==> src/rtl/kgp_cu_pkg.sv <==
// kgp_cu_pkg: shared FSM states, opcode constants and pc_src codes for the KGPRisc multi-cycle control unit
package kgp_cu_pkg;
  typedef enum logic [2:0] {FETCH, DECODE, EXEC, MEM, WB, HALT_S} state_t;
  localparam logic [4:0] OP_LD   = 5'd16;
  localparam logic [4:0] OP_ST   = 5'd17;
  localparam logic [4:0] OP_B    = 5'd18;
  localparam logic [4:0] OP_BR   = 5'd19;
  localparam logic [4:0] OP_BZ   = 5'd20;
  localparam logic [4:0] OP_BNZ  = 5'd21;
  localparam logic [4:0] OP_BCY  = 5'd22;
  localparam logic [4:0] OP_BNCY = 5'd23;
  localparam logic [4:0] OP_BS   = 5'd24;
  localparam logic [4:0] OP_BNS  = 5'd25;
  localparam logic [4:0] OP_BV   = 5'd26;
  localparam logic [4:0] OP_BNV  = 5'd27;
  localparam logic [4:0] OP_CALL = 5'd28;
  localparam logic [4:0] OP_RET  = 5'd29;
  localparam logic [4:0] OP_NOP  = 5'd30;
  localparam logic [4:0] OP_HALT = 5'd31;
  localparam logic [1:0] PC_INC  = 2'b00;
  localparam logic [1:0] PC_IMM  = 2'b01;
  localparam logic [1:0] PC_REG  = 2'b10;
  localparam logic [1:0] PC_LINK = 2'b11;
endpackage

==> src/rtl/kgp_branch_cond.sv <==
// kgp_branch_cond: resolves whether a control-transfer opcode redirects the PC given the ALU flags
module kgp_branch_cond
  import kgp_cu_pkg::*;
(
  input  logic [4:0] op_i,
  input  logic       zero_i,
  input  logic       carry_i,
  input  logic       sign_i,
  input  logic       overflow_i,
  output logic       taken_o
);
  // unconditional transfers always redirect; conditional ones test one flag, odd codes negated
  always_comb begin
    case (op_i)
      OP_B, OP_BR, OP_CALL, OP_RET: taken_o = 1'b1;
      OP_BZ:   taken_o = zero_i;
      OP_BNZ:  taken_o = !zero_i;
      OP_BCY:  taken_o = carry_i;
      OP_BNCY: taken_o = !carry_i;
      OP_BS:   taken_o = sign_i;
      OP_BNS:  taken_o = !sign_i;
      OP_BV:   taken_o = overflow_i;
      OP_BNV:  taken_o = !overflow_i;
      default: taken_o = 1'b0;
    endcase
  end
endmodule

==> src/rtl/kgp_multicycle_cu.sv <==
// kgp_multicycle_cu: multi-cycle KGPRisc control FSM; define KGP_CU_ILLEGAL_TRAP_EN to halt on opcodes >= 32 and expose illegal
module kgp_multicycle_cu
  import kgp_cu_pkg::*;
#(
  parameter int OPCODE_W = 6,
  parameter int ALUOP_W  = 3,
  parameter int MAX_WAIT = 15
) (
  input  logic                clk,
  input  logic                rst,
  input  logic [OPCODE_W-1:0] opcode,
  input  logic                zero,
  input  logic                carry,
  input  logic                sign,
  input  logic                overflow,
  input  logic                dmem_ready,
  output logic                ir_write,
  output logic                pc_write,
  output logic [1:0]          pc_src,
  output logic [ALUOP_W-1:0]  alu_op,
  output logic                alu_src,
  output logic                mem_read,
  output logic                mem_write,
  output logic                mem_to_reg,
  output logic                reg_write,
  output logic                link_write,
  output logic                halted,
  output logic                bus_err
`ifdef KGP_CU_ILLEGAL_TRAP_EN
  ,
  output logic                illegal
`endif
);
  localparam int WAIT_W = $clog2(MAX_WAIT + 1);
`ifdef KGP_CU_ILLEGAL_TRAP_EN
  localparam bit TRAP_EN = 1'b1;
`else
  localparam bit TRAP_EN = 1'b0;
`endif
  state_t              state_q, state_d;
  logic [OPCODE_W-1:0] op_q, op_d;
  logic [WAIT_W-1:0]   wait_q, wait_d;
  logic                bus_err_q, bus_err_d;
  logic [4:0]          op;
  logic                bad_op, trap, taken, is_alu, is_ld, is_st;
  assign bad_op = |opcode[OPCODE_W-1:5];
  assign trap   = TRAP_EN && state_q == DECODE && bad_op;
  assign op     = |op_q[OPCODE_W-1:5] ? OP_NOP : op_q[4:0];
  assign is_alu = op < OP_LD;
  assign is_ld  = op == OP_LD;
  assign is_st  = op == OP_ST;
  kgp_branch_cond u_cond (
    .op_i      (op),
    .zero_i    (zero),
    .carry_i   (carry),
    .sign_i    (sign),
    .overflow_i(overflow),
    .taken_o   (taken)
  );
  // state, latched opcode, dmem wait counter and sticky bus error
  always_ff @(posedge clk) begin
    if (rst) begin
      state_q   <= FETCH;
      op_q      <= '0;
      wait_q    <= '0;
      bus_err_q <= 1'b0;
    end else begin
      state_q   <= state_d;
      op_q      <= op_d;
      wait_q    <= wait_d;
      bus_err_q <= bus_err_d;
    end
  end
  // sequencing; the counter is zeroed on the way into MEM and the last allowed cycle still accepts dmem_ready
  always_comb begin
    state_d   = state_q;
    op_d      = op_q;
    wait_d    = wait_q;
    bus_err_d = bus_err_q;
    case (state_q)
      FETCH: state_d = DECODE;
      DECODE: begin
        op_d    = opcode;
        state_d = trap ? HALT_S : EXEC;
      end
      EXEC: begin
        wait_d  = '0;
        state_d = is_alu ? WB : (is_ld || is_st) ? MEM : op == OP_HALT ? HALT_S : FETCH;
      end
      MEM: begin
        wait_d = wait_q + 1'b1;
        if (dmem_ready) state_d = is_ld ? WB : FETCH;
        else if (wait_q == WAIT_W'(MAX_WAIT - 1)) begin
          state_d   = HALT_S;
          bus_err_d = 1'b1;
        end
      end
      WB: state_d = FETCH;
      default: state_d = HALT_S;
    endcase
  end
  // Moore strobes from state and latched opcode; only the taken flag reaches in combinationally during EXEC
  always_comb begin
    ir_write   = state_q == FETCH;
    pc_write   = state_q == FETCH || (state_q == EXEC && taken);
    pc_src     = state_q == EXEC && taken ? (op == OP_BR ? PC_REG : op == OP_RET ? PC_LINK : PC_IMM) : PC_INC;
    alu_op     = state_q == EXEC && is_alu ? op[ALUOP_W-1:0] : '0;
    alu_src    = state_q == EXEC && ((is_alu && op[3]) || is_ld || is_st);
    mem_read   = state_q == MEM && is_ld;
    mem_write  = state_q == MEM && is_st;
    mem_to_reg = state_q == WB && is_ld;
    reg_write  = state_q == WB;
    link_write = state_q == EXEC && op == OP_CALL;
    halted     = state_q == HALT_S;
    bus_err    = bus_err_q;
  end
`ifdef KGP_CU_ILLEGAL_TRAP_EN
  logic illegal_q;
  // sticky record of an illegal opcode seen in DECODE
  always_ff @(posedge clk) begin
    if (rst) illegal_q <= 1'b0;
    else if (trap) illegal_q <= 1'b1;
  end
  assign illegal = illegal_q;
`endif
endmodule

==> config.mk <==
export PLATFORM = sky130hd
export DESIGN_NAME = kgp_multicycle_cu
export DESIGN_NICKNAME = d
export VERILOG_FILES = /design/src/rtl/kgp_cu_pkg.sv /design/src/rtl/kgp_branch_cond.sv /design/src/rtl/kgp_multicycle_cu.sv
export SDC_FILE = /design/constraint.sdc
export NUM_CORES = 1
export LEC_CHECK = 0
export ABC_AREA = 1
export CAP_MARGIN = 30
export CORE_MARGIN = 4
export CORE_UTILIZATION = 45
export CTS_CLUSTER_DIAMETER = 40
export DETAILED_ROUTE_END_ITERATION = 10
export PLACE_DENSITY = 0.77
export SKIP_LAST_GASP = 1
export SLEW_MARGIN = 25
export SYNTH_ARGS = -nofsm -noshare
export SYNTH_HDL_FRONTEND = slang
export SYNTH_HIERARCHICAL = 1
export SYNTH_SLANG_ARGS = --single-unit
==> constraint.sdc <==
create_clock -name clk -period 1.5 [get_ports clk]
set_input_delay 0.3 -clock clk [delete_from_list [all_inputs] [get_ports clk]]
set_output_delay 0.3 -clock clk [all_outputs]
set_load 0.02 [all_outputs]
==> metrics <==
CTS Sinks 14; final hold slack 490 ps; final worst-path cycle share 137%; Pleak 0.000794 uW; nets between 200 and 250; DR vias/cell 5.25; H-tree depth 1; area of the core 0.00196 sq mm; antenna-violating nets left 0; area of placed instances 0.00150 sq mm; YS warnings 6; Max Cap Viol 0; VDD IR max 998 uV; Clock Path Buffers 2; post-synthesis cell type count 21; HP Class flip-flop to flip-flop; worst setup margin -561 ps; critical path startpoint category flip-flop; clock buffer count from CTS 3; die height 53.7 um; initial antenna violation count 0; fin util 83.6%; Die Span X 53.7 um; drt wl/cell 14.5 um; post-DP HPWL around 2200 um; TritonRoute pass-1 iters 4; failing checks negative setup slack; Cells after Synth 154; Crit path arrival time 1760 ps; Setup CP Type flip-flop to output pin; FILL cells 133; Pins Over Slew Limit 0; RSZ-0062 raised after global routing true; Placer Congestion 0.853; PwrDens about 1200 mW/mm^2; initial DRC count 45; Syn Nets between 150 and 200; outcome complete, but fails checks; FP Rows 16; final hold violations 0; total wire length 3560 um; area of the multi-input gates 648 sq um; Reg area 294 sq um; hold depth 2; CTS tree built; total grt overflow 0; GR Util All Layers about 22%; Yosys reg bits 14; Reg2Reg Depth 5; antenna diode instance count 0; global-route wire length before repair 4770 um; # DRC 0; Final Instance Area ~0.0016 sq mm; FMAX 0.485 GHz; total power 1960 uW; dpl ws -849 ps; root buffer cell clkbuf_4; slew margin rel. 68.3%; vias in the first global route 1,166; Syn Area/Cell between 6 and 7 sq um; CP required roughly 1200 ps; Starting Density 47.8%; CP endpoint kind output pin; layout cells sized above 1 45.4%; worst-path fanout max 5; CTS clock-pin slew for the worst setup and hold paths 90 ps; clk_skew 4.11 ps; Worst-Margin Slew between 400 and 500 ps; largest net degree at the start of global routing 14; Setup violations, final 11; sequential area share after synthesis 29.9%; Boundary Pins 28; synthesized cell area roughly 940 sq um; Area growth, synth to finish 74.8%; Tmin final 2060 ps; port bufs 27; Die ar. roughly 0.0029 sq mm; Clk Latency, worst-skew pair 280 ps; DR vias 1,287
metal layers:
layer | wire (um) | GRT usage [%] | vias up
met1 | 1510 | 26.5 | 621
met3 | 153 | 2.22 | 10
met5 | 0 | 0 | -
met4 | 107 | 9.36 | 0
li1 | - | - | 614
met2 | 1790 | 39.3 | 42
timing repair:
item,4_1_cts,5_1_grt
endpoints found under the hold margin,0,0
hold buffers,0,0
gates resized for setup,78,34
setup buffers,2,1
setup endpoints to repair,15,14
pin swaps,3,6
power breakdown:
| part | switching, uW | internal (uW) | leakage, uW | total (uW) |
|---|---|---|---|---|
| clock network | 133 | 148 | 0.0000210 | 281 |
| logic | 671 | 513 | 0.000656 | 1180 |
| registers | 54.2 | 440 | 0.000117 | 494 |
cell usage after synthesis:
master,n,share of area (%)
a21oi_1,15,8.0
a21oi_2,1,0.93
a22oi_1,1,0.80
a2bb2oi_1,1,0.93
buf_4,1,0.80
dfxtp_1,14,30
ha_1,2,2.7
inv_1,25,10
inv_2,5,2.0
nand2_1,37,15
nand2_2,1,0.67
nand2_4,1,1.2
nand3_1,13,6.9
nor2_1,17,6.8
nor2_2,2,1.3
nor2_4,3,3.6
nor3_1,3,1.6
nor3b_1,1,0.80
o21ai_0,8,4.3
o21ai_1,2,1.1
xor2_1,1,0.93
worst paths after layout:
| check | startpoint | end | slack, ps |
|---|---|---|---|
| max | op_q[5] | pc_write | -560 |
| min reg2reg | bus_err | bus_err | 490 |
| min | bus_err | bus_err | 490 |
| max reg2reg | state_q[1] | op_q[2] | 50 |
through the flow:
step / TNS (ps) / std cells
3_5_place_dp: -5680 / 238
2_1_floorplan: -32.4 / 154
4_1_cts: -2770 / 244
3_3_place_gp: -5370 / 238
5_1_grt: -4420 / 245
6_report: -3650 / 245
flip-flops by register name, summed over array words and instances, names as in the netlist:
register  cells
op_q          6
bus_err       1
state_q       3
wait_q        4
cell families after synthesis:
logic type	share of synthesized area [%]
simple gates	37.7
buf+inv	12.8
compound gates	16.0
flops	29.9
fa+ha+maj	2.67
xor+xnor	0.934
layout make-up:
cell class              instances  area share (%)
multi-input cells             109            39.5
repair buffers                 61            30.4
flip-flops and latches         14            17.9
well taps                      27            2.06
clock buffers                   4            2.21
inverters                      30            7.93
cells in the final DEF (no fill, tap or decap), drive strengths merged:
master and n:
a21oi 16, nor2 22, clkbuf 4, buf 48
nor3 3, clkdlybuf4s50 12, dlygate4sd2 1, a2bb2oi 1
inv 30, nand3 13, a22oi 1, dfxtp 14
nand2 39, xor2 1, ha 2, o21ai 10
nor3b 1
worst max-delay path: stages, from the launching register on:
cell and delay, ps:
dfxtp_4 390, inv_6 50, nand2_4 80, inv_6 40, inv_4 50, nand2_2 50, nand3_2 80, nand2_2 60
a21oi_2 150, nor2_2 70, buf_4 130, a21oi_2 130, inv_1 60, buf_6 120
No activity file was read; power rests on OpenSTA's default activity.
